--- config.mk ---
export PLATFORM = sky130hd
export DESIGN_NAME = f1_light_seq
export DESIGN_NICKNAME = d
export VERILOG_FILES = /design/src/rtl/f1_pkg.sv /design/src/rtl/f1_delay_cnt.sv /design/src/rtl/f1_light_seq.sv
export SDC_FILE = /design/constraint.sdc
export NUM_CORES = 1
export LEC_CHECK = 0
export ABC_AREA = 1
export CAP_MARGIN = 40
export CORE_ASPECT_RATIO = 1.1
export CORE_UTILIZATION = 54
export CTS_CLUSTER_DIAMETER = 200
export DETAILED_ROUTE_END_ITERATION = 10
export GPL_ROUTABILITY_DRIVEN = 0
export PLACE_DENSITY = 0.84
export SYNTH_ARGS = -nofsm -noshare
export SYNTH_HDL_FRONTEND = slang
export SYNTH_SLANG_ARGS = --single-unit
--- constraint.sdc ---
create_clock -name clk -period 3 [get_ports clk]
set_input_delay 0.3 -clock clk [delete_from_list [all_inputs] [get_ports clk]]
set_output_delay 0.3 -clock clk [all_outputs]
set_load 0.02 [all_outputs]
--- src/rtl/f1_pkg.sv ---
// Shared types and default sizes for the F1 start-light sequencer.
package f1_pkg;

   localparam int F1_WIDTH_DEF   = 8;
   localparam int F1_DELAY_W_DEF = 8;

   typedef enum logic [1:0] {
      IDLE = 2'd0,
      FILL = 2'd1,
      HOLD = 2'd2,
      OUT  = 2'd3
   } f1_state_t;

endpackage

--- src/rtl/f1_delay_cnt.sv ---
// Loadable down-counter with enable and zero flag; saturates at zero.
module f1_delay_cnt #(
   parameter int W = 8
) (
   input  logic         clk,
   input  logic         rst,
   input  logic         clr_i,
   input  logic         load_i,
   input  logic [W-1:0] load_val_i,
   input  logic         dec_i,
   output logic         zero_o
);

   logic [W-1:0] cnt_q, cnt_d;

   // Next count: clear beats load beats decrement; never decrement past zero.
   always_comb begin
      cnt_d = cnt_q;
      if (clr_i)
         cnt_d = '0;
      else if (load_i)
         cnt_d = load_val_i;
      else if (dec_i && (cnt_q != '0))
         cnt_d = cnt_q - W'(1);
   end

   // Count register with synchronous reset.
   always_ff @(posedge clk) begin
      if (rst)
         cnt_q <= '0;
      else
         cnt_q <= cnt_d;
   end

   assign zero_o = (cnt_q == '0);

endmodule

--- src/rtl/f1_light_seq.sv ---
// F1 start-light sequencer: fills lamps one per tick, holds, then lights out.
//
// state | meaning
// IDLE  | lamps dark, waiting for trigger
// FILL  | one more lamp lit per en tick until all WIDTH are lit
// HOLD  | all lamps lit while the hold counter runs down
// OUT   | lights out, single-cycle done
module f1_light_seq
   import f1_pkg::*;
#(
   parameter int WIDTH    = F1_WIDTH_DEF,
   parameter int DELAY_W  = F1_DELAY_W_DEF,
   parameter bit FROM_MSB = 1'b0
) (
   input  logic               clk,
   input  logic               rst,
   input  logic               en,
   input  logic               trigger,
   input  logic               abort,
   input  logic [DELAY_W-1:0] delay_val,
   output logic [WIDTH-1:0]   data_out,
   output logic               cmd_seq,
   output logic               cmd_delay,
   output logic               done,
   output logic               busy
);

   localparam int            NW     = $clog2(WIDTH + 1);
   localparam logic [NW-1:0] N_FULL = NW'(WIDTH);

   f1_state_t     state_q, state_d;
   logic [NW-1:0] n_q, n_d;
   logic          first_q, first_d;
   logic          cnt_clr, cnt_load, cnt_dec, cnt_zero;
   logic [WIDTH-1:0] lamps;

   // delay_val is only sampled on the load, so later changes cannot disturb HOLD.
   f1_delay_cnt #(.W(DELAY_W)) u_delay_cnt (
      .clk        (clk),
      .rst        (rst),
      .clr_i      (cnt_clr),
      .load_i     (cnt_load),
      .load_val_i (delay_val),
      .dec_i      (cnt_dec),
      .zero_o     (cnt_zero)
   );

   // Next-state logic; abort overrides every state and input.
   always_comb begin
      state_d  = state_q;
      n_d      = n_q;
      first_d  = 1'b0;
      cnt_clr  = 1'b0;
      cnt_load = 1'b0;
      cnt_dec  = 1'b0;
      if (abort) begin
         state_d = IDLE;
         n_d     = '0;
         cnt_clr = 1'b1;
      end else begin
         case (state_q)
            IDLE: begin
               if (trigger) begin
                  state_d = FILL;
                  n_d     = NW'(1);
               end
            end
            FILL: begin
               if (en) begin
                  if (n_q == N_FULL) begin
                     state_d  = HOLD;
                     cnt_load = 1'b1;
                     first_d  = 1'b1;
                  end else begin
                     n_d = n_q + NW'(1);
                  end
               end
            end
            HOLD: begin
               if (cnt_zero)
                  state_d = OUT;
               else if (en)
                  cnt_dec = 1'b1;
            end
            OUT: begin
               state_d = IDLE;
               n_d     = '0;
            end
            default: begin
               state_d = IDLE;
               n_d     = '0;
            end
         endcase
      end
   end

   // State, lamp count and first-HOLD-cycle flag registers.
   always_ff @(posedge clk) begin
      if (rst) begin
         state_q <= IDLE;
         n_q     <= '0;
         first_q <= 1'b0;
      end else begin
         state_q <= state_d;
         n_q     <= n_d;
         first_q <= first_d;
      end
   end

   // Fill pattern for n lit lamps, from the selected end.
   always_comb begin
      lamps = '0;
      for (int i = 0; i < WIDTH; i++) begin
         if (FROM_MSB)
            lamps[i] = (NW'(i) >= (N_FULL - n_q));
         else
            lamps[i] = (NW'(i) < n_q);
      end
   end

   // Moore output decode from registered state only.
   always_comb begin
      data_out  = '0;
      cmd_seq   = 1'b0;
      cmd_delay = 1'b0;
      done      = 1'b0;
      busy      = 1'b0;
      case (state_q)
         FILL: begin
            data_out = lamps;
            cmd_seq  = 1'b1;
            busy     = 1'b1;
         end
         HOLD: begin
            data_out  = '1;
            cmd_delay = first_q;
            busy      = 1'b1;
         end
         OUT: begin
            done = 1'b1;
            busy = 1'b1;
         end
         default: ;
      endcase
   end

endmodule

Word-level counts from Yosys, hierarchy flattened
Cells that the tools add are included.
- add/subtract/negate cells: 2
- magnitude comparators: 8
- equality and inequality tests: 9
- muxes and demuxes: 25
- reductions and logical operators: 11
- operator list (operator ; count):
    < comparator 3 x 4 -> 1 bit, first input constant ; 4
    2-to-1 mux 8 bit ; 2
    one-hot mux 8 bit (2 select lines) ; 1
    2-to-1 mux 1 bit ; 13
    2-to-1 mux 4 bit ; 3
    one-hot mux 4 bit (3 select lines) ; 1
    inequality test 2 bit, second input constant ; 5
    zero test 8 bit ; 1
    < comparator 1 x 4 -> 1 bit, first input constant ; 2
    < comparator 2 x 4 -> 1 bit, first input constant ; 2
    2-to-1 mux 2 bit ; 4
    one-hot mux 2 bit (4 select lines) ; 1
    AND reduction 4 bit ; 2
    nonzero test 8 bit ; 1
    subtractor 8 x 1 -> 8 bit, second input constant ; 1
    adder 4 x 1 -> 4 bit, second input constant ; 1
    equality test 2 bit, second input constant ; 2
    equality test 4 bit, second input constant ; 1
    OR reduction 2 bit ; 2
    nonzero test 3 bit ; 1
    OR reduction 3 bit ; 1
    equality test 2 x 1 -> 1 bit, second input constant ; 1
    zero test 2 bit ; 1
    nonzero test 2 bit ; 1
    logical AND 1 bit ; 1
- register bits: 15
- input port bits: 13
- output and inout bits: 12
- logic and storage cells: 59

Depth between registers and ports, before layout
Gate-level depths: netlist of the first run.
- word-level depth: 7
- mapped depth: 11
- depth with buffers taken out: 10

Cells and area by module
Synthesis of the first run repeated with hierarchy kept, for this count alone.
- cells, all modules: 201
- area, all modules: 1237.4 um^2
- by module, submodules not included (module ; instances ; cells each ; area each (um^2) ; sequential area each (um^2)):
    f1_light_seq ; 1 ; 100 ; 641.9 ; 140.1
    f1_delay_cnt ; 1 ; 101 ; 595.6 ; 160.2

Worst setup path before layout of the first run
No wires, ideal clock.
- path kind: reg-to-output
- start point: register state_q[1]
- end point: output data_out[4]
- data arrival time: 1.854 ns
- required time: 2.700 ns
- setup slack: 0.846 ns
- stages on the path, launching flop included: 8
- path buffers: 1
- cells stage by stage: dfxtp_1 -> inv_1 -> ha_1 -> buf_6 -> a21oi_1 -> nor2_1 -> a31oi_1 -> a31oi_1
- word-level cells in the longest chain between the ends: 2
- elaborated cells on any way between the ends: 3
- those cells by class: eq/ne (2); mux (1)
- ends and longest elaborated chain (item ; RTL line ; RTL):
    start: declaration ; f1_light_seq.sv:31 ; f1_state_t state_q, state_d;
    start signal: assignment ; f1_light_seq.sv:104 ; state_q <= state_d;
    equality test 2 bit / equality test 2 x 1 -> 1 bit (equally long branches) ; f1_light_seq.sv:128 ; case (state_q)
    one-hot mux 8 bit (2 select lines) (*) ; f1_light_seq.sv:128 ;
    end: declaration ; f1_light_seq.sv:21 ; output logic [WIDTH-1:0] data_out,
Every way passes the cells marked *; elsewhere a longest branch is shown, timed or not.

Worst setup path after layout of the first run
- start point: register state_q[1]
- end point: output data_out[6]
The elaborated chain is that of the path after synthesis.

==> metrics.md, run 1 <==
| Metric | Value |
|---|---|
| First-pass DRT Iterations | `4` |
| CTS Buf Count | `3` |
| Grt peak-use layer | `met2` |
| Core ar. | `0.00202 mm^2` |
| Async set-reset flop share out of synthesis | `0%` |
| Critical Path End Type | `output port` |
| Total grt overflow | `0` |
| WL per Instance | `12.0 um` |
| Status | `finished, final reports clean` |
| Delay-heaviest family, CP | `buffers and inverters` |
| Syn Area/Cell | `between 6 and 7 um^2` |
| First-pass GRT wire length | `4670 um` |
| Pwr per Cell Area | `287 mW/mm^2` |
| Lkg Pwr | `roughly 0.65 nW` |
| Final WL | `~2800 um` |
| Die W | `approximately 46 um` |
| Critical path type | `flip-flop to output port` |
| Root Driver | `clkbuf_4` |
| CTS clock-pin slew for the worst setup and hold paths | `0.10 ns` |
| Cell Chain, Critical Path | `inv_1, ha_1, a21oi_1, nor2_1, a31oi_2, a31oi_1, clkdlybuf4s50_1` |
| CP Launch Type | `flip-flop` |
| Rel. slew slack | `62.0%` |
| Mapped Cells | `~180` |
| Slew of the pin with the lowest slew margin | `0.568 ns` |
| Worst hold endpoint | `u_delay_cnt.cnt_q[7]$_SDFFE_PP0P_` |
| Ranking of synthesized cells by area | `dfxtp_1 26%, nand2_1 13%, ha_1 12%` |
| Fin Clk Skew | `0.00433 ns` |
| Max stage delay on crit path | `0.63 ns` |
| Critical R2R Capture | `u_delay_cnt.cnt_q[3]$_SDFFE_PP0P_` |
| Met3 usage | `under 10%` |
| VDD IR max | `0.000226 V` |
| Setup TNS | `0 ns` |
| Clk buf depth | `2` |
| Worst Reg-to-Reg Cells | `8` |
| HPWL after detailed placement | `around 2100 um` |
| Post-DRT Antenna Nets | `0` |
| Clk sinks | `15` |
| Vias in the first global route | `1131` |
| Die Area | `approximately 0.0023 mm^2` |
| Stages on the worst setup path | `7` |
| Remaining DRCs | `0` |
| Vias | `between 1000 and 1500` |
| Total GRT Usage | `26.7%` |
| EDFF count, synth | `0` |
| Syn_nets | `around 200` |
| FP Rows | `17` |
| RR Startpoint | `state_q[1]$_SDFFE_PP0P_` |
| Layout cells sized above 1 | `5.83%` |
| RSZ-0062 raised after global routing | `no` |
| Setup slack, reg-to-reg | `slightly above 0.8 ns` |
| Cell Area, Synth | `0.00116 mm^2` |
| Ant diodes | `0` |
| Final Setup Violations | `0` |
| Arrival time at the worst endpoint | `2.44 ns` |
| Synth unique cells | `21` |
| Top FF cell, synth | `dfxtp_1` |
| Min-delay src | `u_delay_cnt.cnt_q[7]$_SDFFE_PP0P_` |
| Most common cell in the netlist | `nand2_1` |
| WP buf/inv | `2` |
| Slowest cell on the critical path | `clkdlybuf4s50_1` |
| Post-synthesis sequential area ratio | `25.8%` |
| Commonest cells post-synth | `39 x nand2_1, 28 x nor2_1, 25 x inv_1, 17 x nand3_1, 15 x dfxtp_1` |
| Htree depth | `1` |
| WHS | `0.502 ns` |
| Slew Viols, Final | `0` |
| HP Class | `flip-flop to flip-flop` |
| IO buf count | `24` |
| Initial antenna violation count | `0` |
| Synth-to-Final Area Change | `24.4%` |
| Pin count of the biggest net entering global routing | `13` |
| Maxcap violations | `0` |
| Vias/cell | `~5.3` |
| I/O pin count | `25` |
| Final period utilization | `91.4%` |
| CTS tree | `built` |
| WHS Path Cells | `2` |
| Max Fclk | `365 MHz` |
| Initial Utilization | `a little under three fifths` |
| Top cell type's share of synthesized area | `25.8%` |
| Clock Latency Late Sink | `around 0.28 ns` |
| M2 GR Usage | `48.8%` |
| Final Hold Vio Count | `0` |
| YS warnings | `0` |
| WP data required | `roughly 2.7 ns` |
| Final Net Count | `between 200 and 250` |
| GRT met1 Usage | `30.2%` |
| Chip height | `50.7 um` |
| Minimum clock period | `2.74 ns` |
| DR iter-0 viols | `21` |
| Cell taking the most area after synthesis | `dfxtp_1` |
| Max Fanout on Critical Path | `10` |
| Yosys reg bits | `15` |
==> metrics by stage <==
step	cells	util (%)	setup WS, ns	power (mW)	instance area (um^2)
final	234	71.6	0.259	0.415	1450
after global routing	234	71.6	0.0744	0.437	1450
after CTS	234	71.3	0.152	0.415	1440
after detailed placement	230	69.9	0.501	0.301	1410
after global placement	230	69.9	0.659	0.298	1410
after floorplan	181	-	0.846	0.263	1160
==> how the worst max path moves through the flow <==
stage / start / end
2_1_floorplan: state_q[1]$_SDFFE_PP0P_ / data_out[4]
3_3_place_gp: state_q[1]$_SDFFE_PP0P_ / data_out[0]
3_5_place_dp: state_q[1]$_SDFFE_PP0P_ / data_out[0]
4_1_cts: state_q[1]$_SDFFE_PP0P_ / data_out[0]
5_1_grt: state_q[1]$_SDFFE_PP0P_ / data_out[1]
6_report: state_q[1]$_SDFFE_PP0P_ / data_out[6]
==> final cells by class <==
class	count	area [um^2]
flip-flops and latches	15	300
well taps	28	35.0
clock buffers	3	22.5
clock inverters	1	5.00
multi-input cells	136	736
inverters	26	100
repair buffers	25	248
fillers	183	574
==> worst reg2reg max path: cells and delay by family (launching register included) <==
kind,cells,cell delay (ns)
flip-flops,1,0.35
AO/OA/AOI/OAI,1,0.11
AND/OR/NAND/NOR,4,1.05
buffers and inverters,2,0.21
adder cells (fa/ha/maj),1,0.41
==> where the power goes <==
| group | internal [mW] | switching [mW] | total (mW) |
|---|---|---|---|
| logic | 0.0398 | 0.0524 | 0.0922 |
| registers | 0.202 | 0.00323 | 0.206 |
| clock network | 0.0494 | 0.0674 | 0.117 |
==> timing repair <==
action / in CTS / in global routing
hold buffers: 0 / 0
setup buffers: 0 / 0
endpoints found under the setup margin: 0 / 2
endpoints found under the hold margin: 0 / 0
gates resized for setup: 0 / 1
==> sequential cells by signal (all words and copies together) (netlist names) <==
register and flops:
u_delay_cnt.cnt_q 8, state_q 2, first_q 1, n_q 4
==> cell families after synthesis <==
family / Yosys count / share of synthesized area, %
and+or+nand+nor: 93 / 34.8
adders and majority gates: 11 / 11.8
AOI/OAI and AO/OA: 28 / 13.1
buffers and inverters: 30 / 11.4
xor gates and xnor gates: 4 / 3.01
DFF: 15 / 25.8
==> per-layer routing <==
layer  wire [um]  vias to the layer above
met5           0                        -
li1            -                      631
met2        1440                       39
met4          19                        0
met3         140                        4
met1        1210                      558
==> layout by cell type (no fill, tap or decap), drive strengths merged <==
cell           count
clkbuf             3
dfxtp             15
xor2               4
buf                1
nand2             41
o21ai             13
nand3             18
o32ai              1
nor3               3
a31oi              3
a21oi             10
o22ai              1
clkdlybuf4s50     24
nor2              28
clkinv             1
inv               26
ha                11
nand4              3
(Power assumes the default switching activity.)
==> run 2, diff against run 1 <==
--- a/config.mk
+++ b/config.mk
@@ -6,13 +6,14 @@
 export NUM_CORES = 1
 export LEC_CHECK = 0
 export ABC_AREA = 1
-export CAP_MARGIN = 40
+export CAP_MARGIN = 20
 export CORE_ASPECT_RATIO = 1.1
 export CORE_UTILIZATION = 54
 export CTS_CLUSTER_DIAMETER = 200
 export DETAILED_ROUTE_END_ITERATION = 10
 export GPL_ROUTABILITY_DRIVEN = 0
 export PLACE_DENSITY = 0.84
+export SETUP_SLACK_MARGIN = 0.5
 export SYNTH_ARGS = -nofsm -noshare
 export SYNTH_HDL_FRONTEND = slang
 export SYNTH_SLANG_ARGS = --single-unit
==> metrics.md, run 2 (synthesis results as in run 1) <==
| Metric | Value |
|---|---|
| Pwr per Cell Area | `287 mW/mm^2` |
| CTS tree | `built` |
| Design area | `0.00146 mm^2` |
| GRT met1 Usage | `30.5%` |
| Met3 usage | `3.96%` |
| Arrival time at the worst endpoint | `2.13 ns` |
| Max reg flops | `8` |
| Htree depth | `1` |
| M2 GR Usage | `50.0%` |
| Pre-CTS setup slack | `0.501 ns` |
| Remaining DRCs | `0` |
| Fin Clk Skew | `around 0.0015 ns` |
| FP Rows | `17` |
| CTS clock-pin slew for the worst setup and hold paths | `0.10 ns` |
| Vias in the first global route | `1158` |
| Placed Area | `0.00141 mm^2` |
| Total grt overflow | `0` |
| Final core occ | `72.3%` |
| Minimum clock period | `~2.4 ns` |
| Clock Latency Late Sink | `0.28 ns` |
| RR Startpoint | `state_q[1]$_SDFFE_PP0P_` |
| Setup TNS | `0 ns` |
| Layout cells sized above 1 | `8.70%` |
| Commonest non-fill, non-tap cell in the layout | `nand2_1` |
| WP data required | `2.70 ns` |
| Max Fclk | `slightly above 400 MHz` |
| First-pass DRT Iterations | `4` |
| Total GRT Usage | `27.3%` |
| Final WL | `2920 um` |
| Final Setup Violations | `0` |
| Chip height | `50.7 um` |
| HP Class | `flip-flop to flip-flop` |
| Max Fanout on Critical Path | `4` |
| I/O pin count | `25` |
| Clk sinks | `15` |
| Final Hold Vio Count | `0` |
| Min-delay src | `u_delay_cnt.cnt_q[7]$_SDFFE_PP0P_` |
| Ant diodes | `0` |
| Setup WS post-layout | `0.567 ns` |
| Synth-to-Final Area Change | `25.7%` |
| HPWL after detailed placement | `2140 um` |
| Die Area | `about 0.0023 mm^2` |
| CTS Buf Count | `3` |
| Vias | `1257` |
| Pin count of the biggest net entering global routing | `13` |
| # hold bufs at CTS | `0` |
| Biggest register | `u_delay_cnt.cnt_q` |
| Rel. slew slack | `61.7%` |
| First-pass GRT wire length | `4770 um` |
| Status | `finished, final reports clean` |
| Die W | `46.2 um` |
| RSZ-0062 raised after global routing | `no` |
| Initial Utilization | `57.5%` |
| Grt peak-use layer | `met2` |
| Final period utilization | `81.1%` |
| WL per Instance | `12.4 um` |
| Vias/cell | `5.35` |
| Maxcap violations | `0` |
| Slew of the pin with the lowest slew margin | `0.573 ns` |
| Post-DRT Antenna Nets | `0` |
| DR iter-0 viols | `31` |
| Largest regs | `u_delay_cnt.cnt_q (8), n_q (4), state_q (2)` |
| Clk buf depth | `2` |
| Core ar. | `0.00202 mm^2` |
| Critical Path End Type | `output port` |
| Root Driver | `clkbuf_4` |
| Commonest non-fill, non-tap cells in the layout | `39 x nand2_1, 28 x nor2_1, 25 x inv_1` |
| Setup slack, reg-to-reg | `0.98 ns` |
| IO buf count | `24` |
| Critical path type | `flip-flop to output port` |
| Slew Viols, Final | `0` |
| Crit path launch | `state_q[1]$_SDFFE_PP0P_` |
| Final Net Count | `232` |
| Initial antenna violation count | `0` |
| CP Launch Type | `flip-flop` |
| Lkg Pwr | `a little over 0.7 nW` |
| VDD IR max | `about 0.00024 V` |
-- run 2: cell count changes in the layout (fill, tap and decap cells not counted), sizes merged --
cell	previous run	this run
buf	1	2
dlymetal6s2s	0	2
clkdlybuf4s50	24	17
dlygate4sd2	0	3
clkbuf	3	5
-- run 2: power by group --
group          internal, mW  total, mW  switching [mW]
clock                0.0494      0.118          0.0682
combinational        0.0405     0.0946          0.0541
sequential            0.203      0.206         0.00387
total                 0.292      0.419           0.126
-- run 2: cell type report --
class,instances,area (um^2)
clock buffer,3,22.5
clock inverter,1,5.00
fill,180,559
inverter,26,100
multi-input combinational,136,751
sequential,15,302
tap,28,35.0
timing repair buffer,26,246
-- run 2: through the flow --
step | power, mW | cells | hold slack, ns
finish | 0.419 | 235 | 0.503
global route | 0.440 | 235 | 0.523
CTS | 0.416 | 235 | 0.506
detailed placement | 0.301 | 230 | 0.493
global placement | 0.298 | 230 | 0.480
floorplan | 0.263 | 181 | 0.372
-- run 2: routing by layer --
metal	up-vias	share of wire (%)
met3	2	4.5
met5	-	0
met1	580	43
met4	0	0.51
met2	40	52
li1	635	-
-- run 2: critical path, cell delays in order, from the launching register on --
cell	delay, ns
dfxtp_1	0.40
inv_1	0.13
ha_1	0.38
inv_1	0.08
nor2_1	0.21
clkdlybuf4s50_1	0.65
-- run 2: timing repair --
action / in CTS / in global routing
setup buffers: 1 / 0
gates resized for setup: 7 / 11
setup endpoints to repair: 7 / 6
-- run 2: final timing paths --
| kind | to | depth (start not counted) |
|---|---|---|
| min reg2reg | u_delay_cnt.cnt_q[7]$_SDFFE_PP0P_ | 2 |
| min | u_delay_cnt.cnt_q[7]$_SDFFE_PP0P_ | 2 |
| max | data_out[7] | 5 |
| max reg2reg | u_delay_cnt.cnt_q[3]$_SDFFE_PP0P_ | 8 |
==> run 3, diff against run 2 <==
--- a/config.mk
+++ b/config.mk
@@ -8,11 +8,11 @@
 export ABC_AREA = 1
 export CAP_MARGIN = 20
 export CORE_ASPECT_RATIO = 1.1
-export CORE_UTILIZATION = 54
+export CORE_UTILIZATION = 45
 export CTS_CLUSTER_DIAMETER = 200
 export DETAILED_ROUTE_END_ITERATION = 10
 export GPL_ROUTABILITY_DRIVEN = 0
-export PLACE_DENSITY = 0.84
+export PLACE_DENSITY = 0.75
 export SETUP_SLACK_MARGIN = 0.5
 export SYNTH_ARGS = -nofsm -noshare
 export SYNTH_HDL_FRONTEND = slang
==> constraint.sdc (replaced) <==
create_clock -name clk -period 2.1 [get_ports clk]
set_input_delay 0.21 -clock clk [delete_from_list [all_inputs] [get_ports clk]]
set_output_delay 0.21 -clock clk [all_outputs]
set_load 0.02 [all_outputs]
==> metrics.md, run 3 (synthesis results as in run 1) <==
| Metric | Value |
|---|---|
| Slew of the pin with the lowest slew margin | `0.659 ns` |
| Vias/cell | `5.28` |
| Max stage delay on crit path | `0.42 ns` |
| Clk sinks | `15` |
| Commonest non-fill, non-tap cells in the layout | `35 x nand2_1, 25 x nor2_1, 18 x inv_1` |
| Filler instances | `~170` |
| Pwr per Cell Area | `roughly 380 mW/mm^2` |
| DR iter-0 viols | `29` |
| Fin Clk Skew | `0.00263 ns` |
| CP Launch Type | `flip-flop` |
| IO buf count | `24` |
| CTS tree | `built` |
| HPWL after detailed placement | `roughly 2300 um` |
| Setup TNS | `0 ns` |
| Critical path type | `flip-flop to output port` |
| Pin count of the biggest net entering global routing | `12` |
| Total grt overflow | `0` |
| WP buf/inv | `4` |
| Htree depth | `1` |
| Lkg Pwr | `roughly 0.8 nW` |
| Commonest non-fill, non-tap cell in the layout | `nand2_1` |
| Minimum clock period | `1.91 ns` |
| Delay-heaviest family, CP | `flip-flops` |
| Remaining DRCs | `0` |
| Final period utilization | `just over 90%` |
| Ant diodes | `0` |
| HP Class | `primary input to flip-flop` |
| Final Net Count | `249` |
| VDD IR max | `0.000351 V` |
| RSZ-0062 raised after global routing | `yes` |
| Cell Chain, Critical Path | `inv_6, ha_4, inv_4, nor2_4, a31oi_4, buf_12, a31oi_4, buf_6` |
| FP Rows | `18` |
| Final WL | `3420 um` |
| Vias in the first global route | `1238` |
| First-pass GRT wire length | `5180 um` |
| Critical path's most frequent cell | `a31oi_4` |
| Max Fanout on Critical Path | `6` |
| Initial Utilization | `49.6%` |
| Total GRT Usage | `23.9%` |
| WL per Instance | `about 13 um` |
| Die W | `~50 um` |
| Clk buf depth | `2` |
| Status | `finished, final reports clean` |
| Final Hold Vio Count | `0` |
| Clock Latency Late Sink | `0.29 ns` |
| WHS | `0.469 ns` |
| Final Power | `roughly 0.70 mW` |
| Max Fclk | `523 MHz` |
| # hold bufs at CTS | `0` |
| Maxcap violations | `0` |
| Final Setup Violations | `0` |
| Die Area | `0.00279 mm^2` |
| Synth-to-Final Area Change | `57.5%` |
| Vias | `around 1300` |
| Root Driver | `clkbuf_4` |
| Largest regs | `u_delay_cnt.cnt_q (8), n_q (4), state_q (2)` |
| Critical Path End Type | `output port` |
| First-pass DRT Iterations | `4` |
| Rel. slew slack | `55.9%` |
| CTS Buf Count | `3` |
| Initial antenna violation count | `0` |
| Arrival time at the worst endpoint | `1.70 ns` |
| Layout cells sized above 1 | `33.5%` |
| Chip height | `~55 um` |
| Biggest register | `u_delay_cnt.cnt_q` |
| I/O pin count | `25` |
| Slowest cell on the critical path | `dfxtp_4` |
| Post-DRT Antenna Nets | `0` |
| Core ar. | `0.00234 mm^2` |
| Slew Viols, Final | `0` |
| WP data required | `1.89 ns` |
| Max reg flops | `8` |
| CTS clock-pin slew for the worst setup and hold paths | `0.10 ns` |
run 3: cell types whose count changed in the layout (fill, tap and decap cells not counted), moves of 4 or more:
cell | previous run | this run
o21ai_0 | 12 | 7
inv_1 | 25 | 18
inv_2 | 0 | 4
nand2_1 | 39 | 35
clkdlybuf4s50_1 | 17 | 12
buf_4 | 2 | 16
buf_6 | 0 | 9
run 3: power by group:
group	switching, mW	total, mW	internal, mW
clock	0.103	0.174	0.0709
combinational	0.122	0.227	0.105
sequential	0.00884	0.298	0.289
run 3: what timing repair did:
item	CTS	global route
cloned	0	1
pin swaps	5	9
buffers inserted	5	5
endpoints found under the setup margin	21	24
resized for setup	59	27
run 3: per-stage QoR:
stage / util (%) / worst slack (ns) / instance area [um^2] / std cells
2_1_floorplan: - / 0.425 / 1310 / 181
3_3_place_gp: 69.7 / 0.0883 / 1630 / 239
3_5_place_dp: 69.7 / 0.0272 / 1630 / 239
4_1_cts: 73.9 / 0.228 / 1730 / 248
5_1_grt: 78.2 / 0.157 / 1830 / 254
6_report: 78.2 / 0.189 / 1830 / 254
run 3: worst register-to-register path, stage by stage (launching register included):
cell	delay (ns)
dfxtp_2	0.39
buf_6	0.12
ha_4	0.15
buf_4	0.15
inv_4	0.06
nor3_4	0.25
buf_6	0.18
nand3_1	0.08
nand2_1	0.07
nand2_1	0.05
a21oi_1	0.15
run 3: worst paths after layout:
path | from | end | slack, ns | depth (start not counted)
worst max-delay path | state_q[1]$_SDFFE_PP0P_ | data_out[6] | 0.19 | 8
worst min-delay path | rst | first_q$_SDFF_PP0_ | 0.47 | 2
worst max register to register | state_q[0]$_SDFFE_PP0P_ | u_delay_cnt.cnt_q[5]$_SDFFE_PP0P_ | 0.39 | 10
worst min register to register | u_delay_cnt.cnt_q[7]$_SDFFE_PP0P_ | u_delay_cnt.cnt_q[7]$_SDFFE_PP0P_ | 0.50 | 2
run 3: area by class of cell:
| type | count | area [um^2] | area share [%] |
|---|---|---|---|
| Clock inverter | 1 | 5.00 | 0.273 |
| Tap cell | 30 | 37.5 | 2.05 |
| Sequential cell | 15 | 307 | 16.7 |
| Multi-Input combinational cell | 137 | 960 | 52.4 |
| Timing Repair Buffer | 42 | 389 | 21.3 |
| Clock buffer | 3 | 22.5 | 1.23 |
| Inverter | 26 | 110 | 6.02 |
run 3: metal layers:
metal  vias to the layer above  share of wire (%)  global-route usage [%]  routed length (um)
met5                         -                  0                       0                   0
met4                         0                2.7                    11.9                  93
met3                        11                4.6                    2.20                 158
met2                        55                 56                    42.9                1900
met1                       602                 37                    27.4                1270
li1                        672                  -                       -                   -
